## config.mk

```make
export PLATFORM = sky130hd
export DESIGN_NAME = rect_draw_scheduler
export DESIGN_NICKNAME = d
export VERILOG_FILES = /design/src/rtl/rect_draw_scheduler.sv
export SDC_FILE = /design/constraint.sdc
export NUM_CORES = 1
export LEC_CHECK = 0
export CAP_MARGIN = 20
export CORE_AREA = 2 2 203 205
export CTS_CLUSTER_DIAMETER = 200
export CTS_CLUSTER_SIZE = 25
export DETAILED_ROUTE_END_ITERATION = 16
export DIE_AREA = 0 0 205 207
export GPL_TIMING_DRIVEN = 0
export PLACE_DENSITY_LB_ADDON = 0.2
export SYNTH_ARGS = -nofsm -noshare
export SYNTH_HDL_FRONTEND = slang
export SYNTH_SLANG_ARGS = --single-unit
```

## constraint.sdc

```tcl
create_clock -name _clock -period 1.6 [get_ports _clock]
set_input_delay 0.24 -clock _clock [delete_from_list [all_inputs] [get_ports _clock]]
set_output_delay 0.24 -clock _clock [all_outputs]
set_load 0.1 [all_outputs]
```

## src/rtl/rect_draw_scheduler.sv

```systemverilog
// rect_draw_scheduler: round-robin sharing of one filled-rectangle generator
// among NUM_REQ command requesters. Latches the winning command, pulses the
// generator start, forwards tagged coordinates and reports completion.
// Optional macro RECT_PIXEL_COUNT_EN adds a per-command pixel counter that
// drives cmd_err when the forwarded count differs from height*width.
module rect_draw_scheduler #(
    parameter int NUM_REQ = 2,
    parameter int W       = 32,
    parameter int ID_W    = $clog2(NUM_REQ)
) (
    input  logic                 _clock,
    input  logic                 _reset_n,
    input  logic [NUM_REQ-1:0]   req_valid,
    output logic [NUM_REQ-1:0]   req_ready,
    input  logic [NUM_REQ*W-1:0] req_s_x,
    input  logic [NUM_REQ*W-1:0] req_s_y,
    input  logic [NUM_REQ*W-1:0] req_height,
    input  logic [NUM_REQ*W-1:0] req_width,
    output logic                 gen_start,
    output logic [W-1:0]         gen_s_x,
    output logic [W-1:0]         gen_s_y,
    output logic [W-1:0]         gen_height,
    output logic [W-1:0]         gen_width,
    input  logic                 gen_valid,
    input  logic [W-1:0]         gen_out0,
    input  logic [W-1:0]         gen_out1,
    input  logic                 gen_done,
    output logic                 pix_valid,
    output logic [W-1:0]         pix_x,
    output logic [W-1:0]         pix_y,
    output logic [ID_W-1:0]      pix_id,
    output logic                 busy,
    output logic                 cmd_done,
    output logic [ID_W-1:0]      cmd_done_id,
    output logic                 cmd_err
);

    typedef enum logic [1:0] {IDLE, LAUNCH, RUN, FINISH} state_t;

    state_t          state, state_nx;
    logic [ID_W-1:0] last_gnt, gnt, id_q;
    logic            any_valid, accept, sel_degen;
    logic [W-1:0]    sel_sx, sel_sy, sel_h, sel_w;

    // Round-robin pick: lowest valid index above the last grant, else lowest
    // valid index at or below it (the second loop overrides the first).
    always_comb begin
        gnt       = last_gnt;
        any_valid = 1'b0;
        for (int i = NUM_REQ - 1; i >= 0; i--) begin
            if (req_valid[i] && ID_W'(i) <= last_gnt) begin
                gnt       = ID_W'(i);
                any_valid = 1'b1;
            end
        end
        for (int i = NUM_REQ - 1; i >= 0; i--) begin
            if (req_valid[i] && ID_W'(i) > last_gnt) begin
                gnt       = ID_W'(i);
                any_valid = 1'b1;
            end
        end
    end

    // Select the granted requester's command slot.
    always_comb begin
        sel_sx = '0;
        sel_sy = '0;
        sel_h  = '0;
        sel_w  = '0;
        for (int i = 0; i < NUM_REQ; i++) begin
            if (ID_W'(i) == gnt) begin
                sel_sx = req_s_x[i*W +: W];
                sel_sy = req_s_y[i*W +: W];
                sel_h  = req_height[i*W +: W];
                sel_w  = req_width[i*W +: W];
            end
        end
        sel_degen = ($signed(sel_h) <= 0) || ($signed(sel_w) <= 0);
    end

    assign accept = (state == IDLE) && any_valid;

    // Next-state and control outputs.
    always_comb begin
        state_nx    = state;
        req_ready   = '0;
        gen_start   = 1'b0;
        cmd_done    = 1'b0;
        cmd_done_id = '0;
        busy        = (state != IDLE);
        case (state)
            IDLE: begin
                if (any_valid) begin
                    // Gated by reset so nothing is offered while held in reset.
                    if (_reset_n) req_ready = NUM_REQ'(1) << gnt;
                    state_nx = sel_degen ? FINISH : LAUNCH;
                end
            end
            LAUNCH: begin
                gen_start = 1'b1;
                state_nx  = RUN;
            end
            RUN: begin
                if (gen_done) state_nx = FINISH;
            end
            FINISH: begin
                cmd_done    = 1'b1;
                cmd_done_id = id_q;
                state_nx    = IDLE;
            end
            default: state_nx = IDLE;
        endcase
    end

    // State register.
    always_ff @(posedge _clock or negedge _reset_n) begin
        if (!_reset_n) state <= IDLE;
        else           state <= state_nx;
    end

    // Command latch and grant pointer; command stays stable until back in IDLE.
    always_ff @(posedge _clock or negedge _reset_n) begin
        if (!_reset_n) begin
            gen_s_x    <= '0;
            gen_s_y    <= '0;
            gen_height <= '0;
            gen_width  <= '0;
            id_q       <= '0;
            last_gnt   <= ID_W'(NUM_REQ - 1);
        end else begin
            if (accept) begin
                gen_s_x    <= sel_sx;
                gen_s_y    <= sel_sy;
                gen_height <= sel_h;
                gen_width  <= sel_w;
                id_q       <= gnt;
            end
            if (state == FINISH) last_gnt <= id_q;
        end
    end

    // Pixel forwarding; a gen_valid alongside gen_done is still forwarded.
    always_ff @(posedge _clock or negedge _reset_n) begin
        if (!_reset_n) begin
            pix_valid <= 1'b0;
            pix_x     <= '0;
            pix_y     <= '0;
            pix_id    <= '0;
        end else begin
            pix_valid <= (state == RUN) && gen_valid;
            if ((state == RUN) && gen_valid) begin
                pix_x  <= gen_out0;
                pix_y  <= gen_out1;
                pix_id <= id_q;
            end
        end
    end

`ifdef RECT_PIXEL_COUNT_EN
    localparam int W2 = 2 * W;
    logic [W2-1:0]        pix_cnt;
    logic signed [W2-1:0] exp_cnt;

    // Count pixels forwarded for the current command.
    always_ff @(posedge _clock or negedge _reset_n) begin
        if (!_reset_n)                          pix_cnt <= '0;
        else if (accept)                        pix_cnt <= '0;
        else if ((state == RUN) && gen_valid)   pix_cnt <= pix_cnt + 1'b1;
    end

    // Expected count: signed area, zero for degenerate commands.
    always_comb begin
        exp_cnt = W2'($signed(gen_height)) * W2'($signed(gen_width));
        if (($signed(gen_height) <= 0) || ($signed(gen_width) <= 0)) exp_cnt = '0;
    end

    assign cmd_err = (state == FINISH) && (pix_cnt != $unsigned(exp_cnt));
`else
    assign cmd_err = 1'b0;
`endif

endmodule

```

==> impl_metrics.py, run 1 <==
metrics = {
    "cts": {
        "cts_tree": "done",
        "cts_buffers": 17,
        "clock_sinks": 198,
        "clock_path_buffers": 2,
        "clk_pin_slew_ns": 0.07,
        "root_buffer": "clkbuf_16",
        "h-tree-depth": 4,
        "clock_latency_ns": 0.45,
    },
    "route": {
        "detail_route.wl_per_cell_um": 20.10,
        "firstDrtPassIters": 4,
        "ant_nets": 0,
        "drt_iter0_drc": 314,
        "vias": 8419,
        "wl_um": 38820,
        "drc": 0,
        "vias_per_cell": 4.360,
    },
    "place": {
        "placed_cells": 1832,
        "dp_hpwl_um": 28380,
        "gp_congestion": 0.7784,
        "port_buffers": 525,
    },
    "floorplan": {
        "fp.dieH_um": 207,
        "pin_count": 527,
        "rows": 74,
        "dieArea_mm2": 0.04244,
        "fp.coreArea_mm2": 0.04037,
        "initial_core_util": 0.2195,
        "die_x_um": 205,
    },
    "worst_setup_path": {
        "critical_path_arrival_ns": 1.78,
        "path_max_fanout": 4,
        "worstPathRequired_ns": 1.36,
        "critPathCaptureType": "output port",
        "worst-r2r-setup-slack_ns": -0.38,
        "worstSetupPathType": "flip-flop to output port",
        "critPathLaunchType": "flip-flop",
    },
    "final_layout": {
        "drive_above_1_share": 0.3681,
        "syn_to_final_growth_pct": 88.01,
        "final_nets": 1716,
        "final_common_cell": "clkdlybuf4s50_1",
        "final_cell_mix": "clkdlybuf4s50_1 (324), buf_2 (196), dfrtp_1 (196)",
        "diodes": 0,
        "final_cells": 1931,
        "fillers": 3987,
    },
    "synth": {
        "mappedNetlistArea_mm2": 0.008862,
        "ys_seq_area_frac": 0.5592,
        "synth_nets": 1104,
        "ys_types": 27,
        "syn_area_per_cell_um2": 11.45,
        "ys.warnings.count": 0,
        "synthesis.instances": 774,
        "ys_ff_latch": 198,
    },
    "timing": {
        "whs_ns": -0.2610,
        "fin_crit_sh": 1.262,
        "setup_ws_ns": -0.4191,
        "setup_viol": 191,
        "rsz0062_at_grt": "true",
        "max_freq_ghz": 0.4953,
        "drv_slew": 0,
        "tightest_slew_ns": 0.6132,
        "period_needed_ns": 2.019,
        "relSlewSlack": 0.5912,
        "finClkSkew_ns": 0.008846,
        "finalHoldViolCount": 95,
    },
    "outcome": {
        "violations": "hold timing, setup timing",
        "status": "finished, violations left",
    },
    "grt": {
        "antenna_found_initial": 0,
        "grt_pass1_vias": 8991,
        "grt-ovfl-total": 0,
        "grt_max_degree": 100,
        "grt_pass1_wl_um": 56760,
        "grt_use_total": 0.1789,
    },
    "job": {
        "drv_cap": 0,
    },
    "min_path": {
        "min_path_type": "input port to asynchronous set/reset pin",
    },
}
synthesized netlist by cell type (all sizes together):
cell type	number	area [µm²]
dfrtp	197	4930
nand2	132	495.5
o21ai	131	655.6
mux2i	128	1281
mux2	66	743.2
buf	39	264.0
nor4	29	181.4
clkbuf	12	45.04
nand4	8	50.05
nor2	7	26.28
nor3	6	30.03
ha	4	50.05
inv	3	11.26
and2	2	12.51
a21oi	1	5.000
and3	1	6.260
conb	1	3.750
dfstp	1	26.28
nand2b	1	6.260
nor2b	1	6.260
o21a	1	7.510
o22a	1	8.760
o32ai	1	8.760
or4	1	7.510
per-layer routing:
layer,vias to the layer above,global-route usage,wire length [µm]
met1,4091,0.2136,15690
met3,32,0.04799,2884
met4,0,0.04986,705
li1,3973,-,-
met5,-,0,0
met2,323,0.3138,19540
worst paths after layout:
check | to | depth (start not counted) | startpoint
max | req_ready[0] | 6 | last_gnt
min | pix_y[3] | 1 | _reset_n
max reg2reg | gen_s_y[2] | 10 | last_gnt
min reg2reg | gen_s_y[16] | 2 | gen_s_y[16]
max in group asynchronous | pix_y[17] | 2 | _reset_n
min in group _clock | pix_y[25] | 2 | gen_out1[25]
cells by family (layout without fill, tap and decap cells):
kind of cell | after synthesis | in the layout | synth area share
DFF | 198 | 198 | 0.5592
muxes | 194 | 194 | 0.2284
and+or+nand+nor | 188 | 188 | 0.09276
AOI/OAI and AO/OA | 135 | 135 | 0.07737
buffers and inverters | 54 | 679 | 0.03614
adders and majority gates | 4 | 4 | 0.005648
other | 1 | 1 | 0.0004231
registers in the layout (all words and copies together), names as in the netlist, 2 cells and up:
name	flops
pix_y	32
gen_s_x	32
gen_width	32
gen_s_y	32
state	2
pix_x	32
gen_height	32
through the flow:
stage / cell area [µm²] / hold slack [ns] / setup WS, ns / setup TNS (ns) / util
2_1_floorplan: 8911 / -0.05559 / -0.1227 / -0.2214 / -
3_3_place_gp: 14830 / 0.4602 / -8.950 / -1927.95 / 0.3674
3_5_place_dp: 14860 / 0.3400 / -1.603 / -160.04 / 0.3682
4_1_cts: 16210 / -0.2430 / -0.4966 / -44.43 / 0.4016
5_1_grt: 16660 / -0.2620 / -0.5184 / -49.20 / 0.4128
6_report: 16660 / -0.2610 / -0.4191 / -35.40 / 0.4128
repair_timing:
action / 4_1_cts / 5_1_grt
gates cloned: 14 / 6
buffers inserted: 48 / 21
gates resized for setup: 1309 / 180
pin swaps: 7 / 40
endpoints found under the hold margin: 95 / 95
setup endpoints to repair: 395 / 204
critical path, cell delays in order (launching register included):
cell and delay (ns):
dfstp_2 0.58, nand2_2 0.08, o21ai_4 0.10, buf_12 0.14, buf_12 0.10, and3_4 0.18, buf_12 0.17
cell type report:
cell class	count	area [µm²]	share of cell area
timing repair buffer	601	5579	0.3348
sequential	198	4957	0.2975
multi-input combinational	522	4387	0.2633
tap	532	665.6	0.03995
buffer	43	491.7	0.02951
clock buffer	19	442.9	0.02658
clock inverter	13	122.6	0.007359
inverter	3	16.27	0.0009762
Power of run 1 is not shown: default switching activity piles up to over one toggle a cycle in this logic, so the estimate is an artifact.
==> run 2: changes to the inputs <==
--- a/config.mk
+++ b/config.mk
@@ -6,6 +6,8 @@
 export NUM_CORES = 1
 export LEC_CHECK = 0
 export CAP_MARGIN = 20
+export CELL_PAD_IN_SITES_DETAIL_PLACEMENT = 0
+export CELL_PAD_IN_SITES_GLOBAL_PLACEMENT = 1
 export CORE_AREA = 2 2 203 205
 export CTS_CLUSTER_DIAMETER = 200
 export CTS_CLUSTER_SIZE = 25
==> impl_metrics.py, run 2 (synthesis results as in run 1) <==
metrics = {
    "grt": {
        "grt_use_total": 0.1758,
        "grt-ovfl-total": 0,
        "grt_pass1_wl_um": 55300,
        "antenna_found_initial": 1,
        "grt_pass1_vias": 8720,
        "grt_max_degree": 105,
    },
    "route": {
        "vias_per_cell": 4.298,
        "ant_nets": 0,
        "detail_route.wl_per_cell_um": 20.12,
        "firstDrtPassIters": 4,
        "drt_iter0_drc": 250,
        "wl_um": 38310,
        "vias": 8183,
        "drc": 0,
    },
    "cts": {
        "cts_tree": "done",
        "cts_buffers": 17,
        "clock_latency_ns": 0.45,
        "clock_sinks": 198,
        "clock_path_buffers": 2,
        "root_buffer": "clkbuf_16",
        "h-tree-depth": 4,
        "clk_pin_slew_ns": 0.07,
    },
    "worst_setup_path": {
        "critical_path_arrival_ns": 1.78,
        "r2r-start": "last_gnt",
        "path_max_fanout": 3,
        "worstSetupPathType": "flip-flop to output port",
        "critPathCaptureType": "output port",
        "r2r-end": "gen_height[17]",
        "worstPathRequired_ns": 1.36,
        "critPathLaunchType": "flip-flop",
        "reg2reg_depth": 10,
        "crit_path_end": "req_ready[0]",
        "cp-startpoint": "last_gnt",
        "worst-r2r-setup-slack_ns": -0.31,
    },
    "timing": {
        "setup_ws_ns": -0.4248,
        "whs_ns": -0.2961,
        "setup_viol": 164,
        "rsz0062_at_grt": "true",
        "tightest_slew_ns": 0.6717,
        "finalHoldViolCount": 102,
        "relSlewSlack": 0.5522,
        "period_needed_ns": 2.025,
        "max_freq_ghz": 0.4939,
        "fin_crit_sh": 1.265,
        "drv_slew": 0,
        "finClkSkew_ns": 0.008786,
    },
    "place": {
        "port_buffers": 525,
        "gp_congestion": 0.7938,
        "dp_hpwl_um": 29090,
        "placed_cell_area_mm2": 0.01486,
    },
    "floorplan": {
        "rows": 74,
        "fp.coreArea_mm2": 0.04037,
        "dieArea_mm2": 0.04244,
        "pin_count": 527,
        "fp.dieH_um": 207,
        "initial_core_util": 0.2195,
        "die_x_um": 205,
    },
    "min_path": {
        "min_path_type": "input port to asynchronous set/reset pin",
    },
    "final_layout": {
        "regArea_mm2": 0.004959,
        "drive_above_1_share": 0.3304,
        "fillers": 4105,
        "syn_to_final_growth_pct": 79.57,
        "final_nets": 1688,
        "final_common_cell": "clkdlybuf4s50_1",
        "final_area_mm2": 0.01591,
        "final_cell_mix": "clkdlybuf4s50_1 (324), buf_2 (199), dfrtp_1 (195)",
        "multi_input_area_mm2": 0.004095,
    },
    "outcome": {
        "status": "finished, violations left",
        "violations": "hold timing, setup timing",
    },
    "job": {
        "drv_cap": 0,
    },
}
[run 2: cell count changes in the layout (fill, tap and decap cells not counted), sizes merged]
| cell | change |
|---|---|
| buf | -21 |
| bufinv | +3 |
| clkbuf | -3 |
| clkinv | -3 |
| inv | -3 |
| clkdlybuf4s18 | -1 |
| diode | +1 |
[run 2: cell type report]
class,count,area share
sequential,198,0.3116
timing repair buffer,567,0.3143
clock buffer,22,0.02980
clock inverter,10,0.01054
multi-input combinational,522,0.2573
antenna,1,0.0001572
buffer,49,0.03349
inverter,3,0.001022
tap,532,0.04183
[run 2: per-stage QoR]
stage / setup TNS (ns) / instances / utilization / worst slack (ns) / hold WS (ns)
6_report: -19.91 / 1904 / 0.3942 / -0.4248 / -0.2961
5_1_grt: -33.84 / 1904 / 0.3942 / -0.5034 / -0.2380
4_1_cts: -33.50 / 1900 / 0.3880 / -0.5167 / -0.2450
3_5_place_dp: -150.54 / 1832 / 0.3682 / -1.599 / 0.3484
3_3_place_gp: -1943.50 / 1831 / 0.3674 / -9.038 / 0.4609
2_1_floorplan: -0.2214 / 774 / - / -0.1227 / -0.05559
[run 2: repair_timing]
action | CTS | global route
hold endpoints to repair | 102 | 102
setup endpoints to repair | 389 | 187
buffers inserted | 29 | 10
resized for setup | 1218 | 75
cloned | 8 | 3
pin swaps | 7 | 10
[run 2: layer usage]
metal	share of wire	global-route usage
met5	0	0
met3	0.088	0.05837
met4	0.014	0.04689
met1	0.39	0.2030
met2	0.50	0.3092
[run 2: critical path, cell delays in order (launching register included)]
cell,delay (ns)
dfstp_2,0.58
nand2_2,0.08
o21ai_4,0.09
buf_12,0.14
buf_12,0.10
and3_4,0.18
buf_12,0.17
[run 2: worst min-delay path by stage]
stage / from / endpoint / slack [ns] / depth (start not counted)
6_report: _reset_n / pix_y[21] / -0.30 / 1
3_3_place_gp: gen_width[8] / gen_width[8] / 0.46 / 2
4_1_cts: _reset_n / pix_y[21] / -0.25 / 1
2_1_floorplan: _reset_n / gen_height[0] / -0.06 / 0
3_5_place_dp: _reset_n / pix_y[21] / 0.35 / 1
5_1_grt: _reset_n / pix_y[21] / -0.24 / 1
Power of run 2 is left out for the same reason.
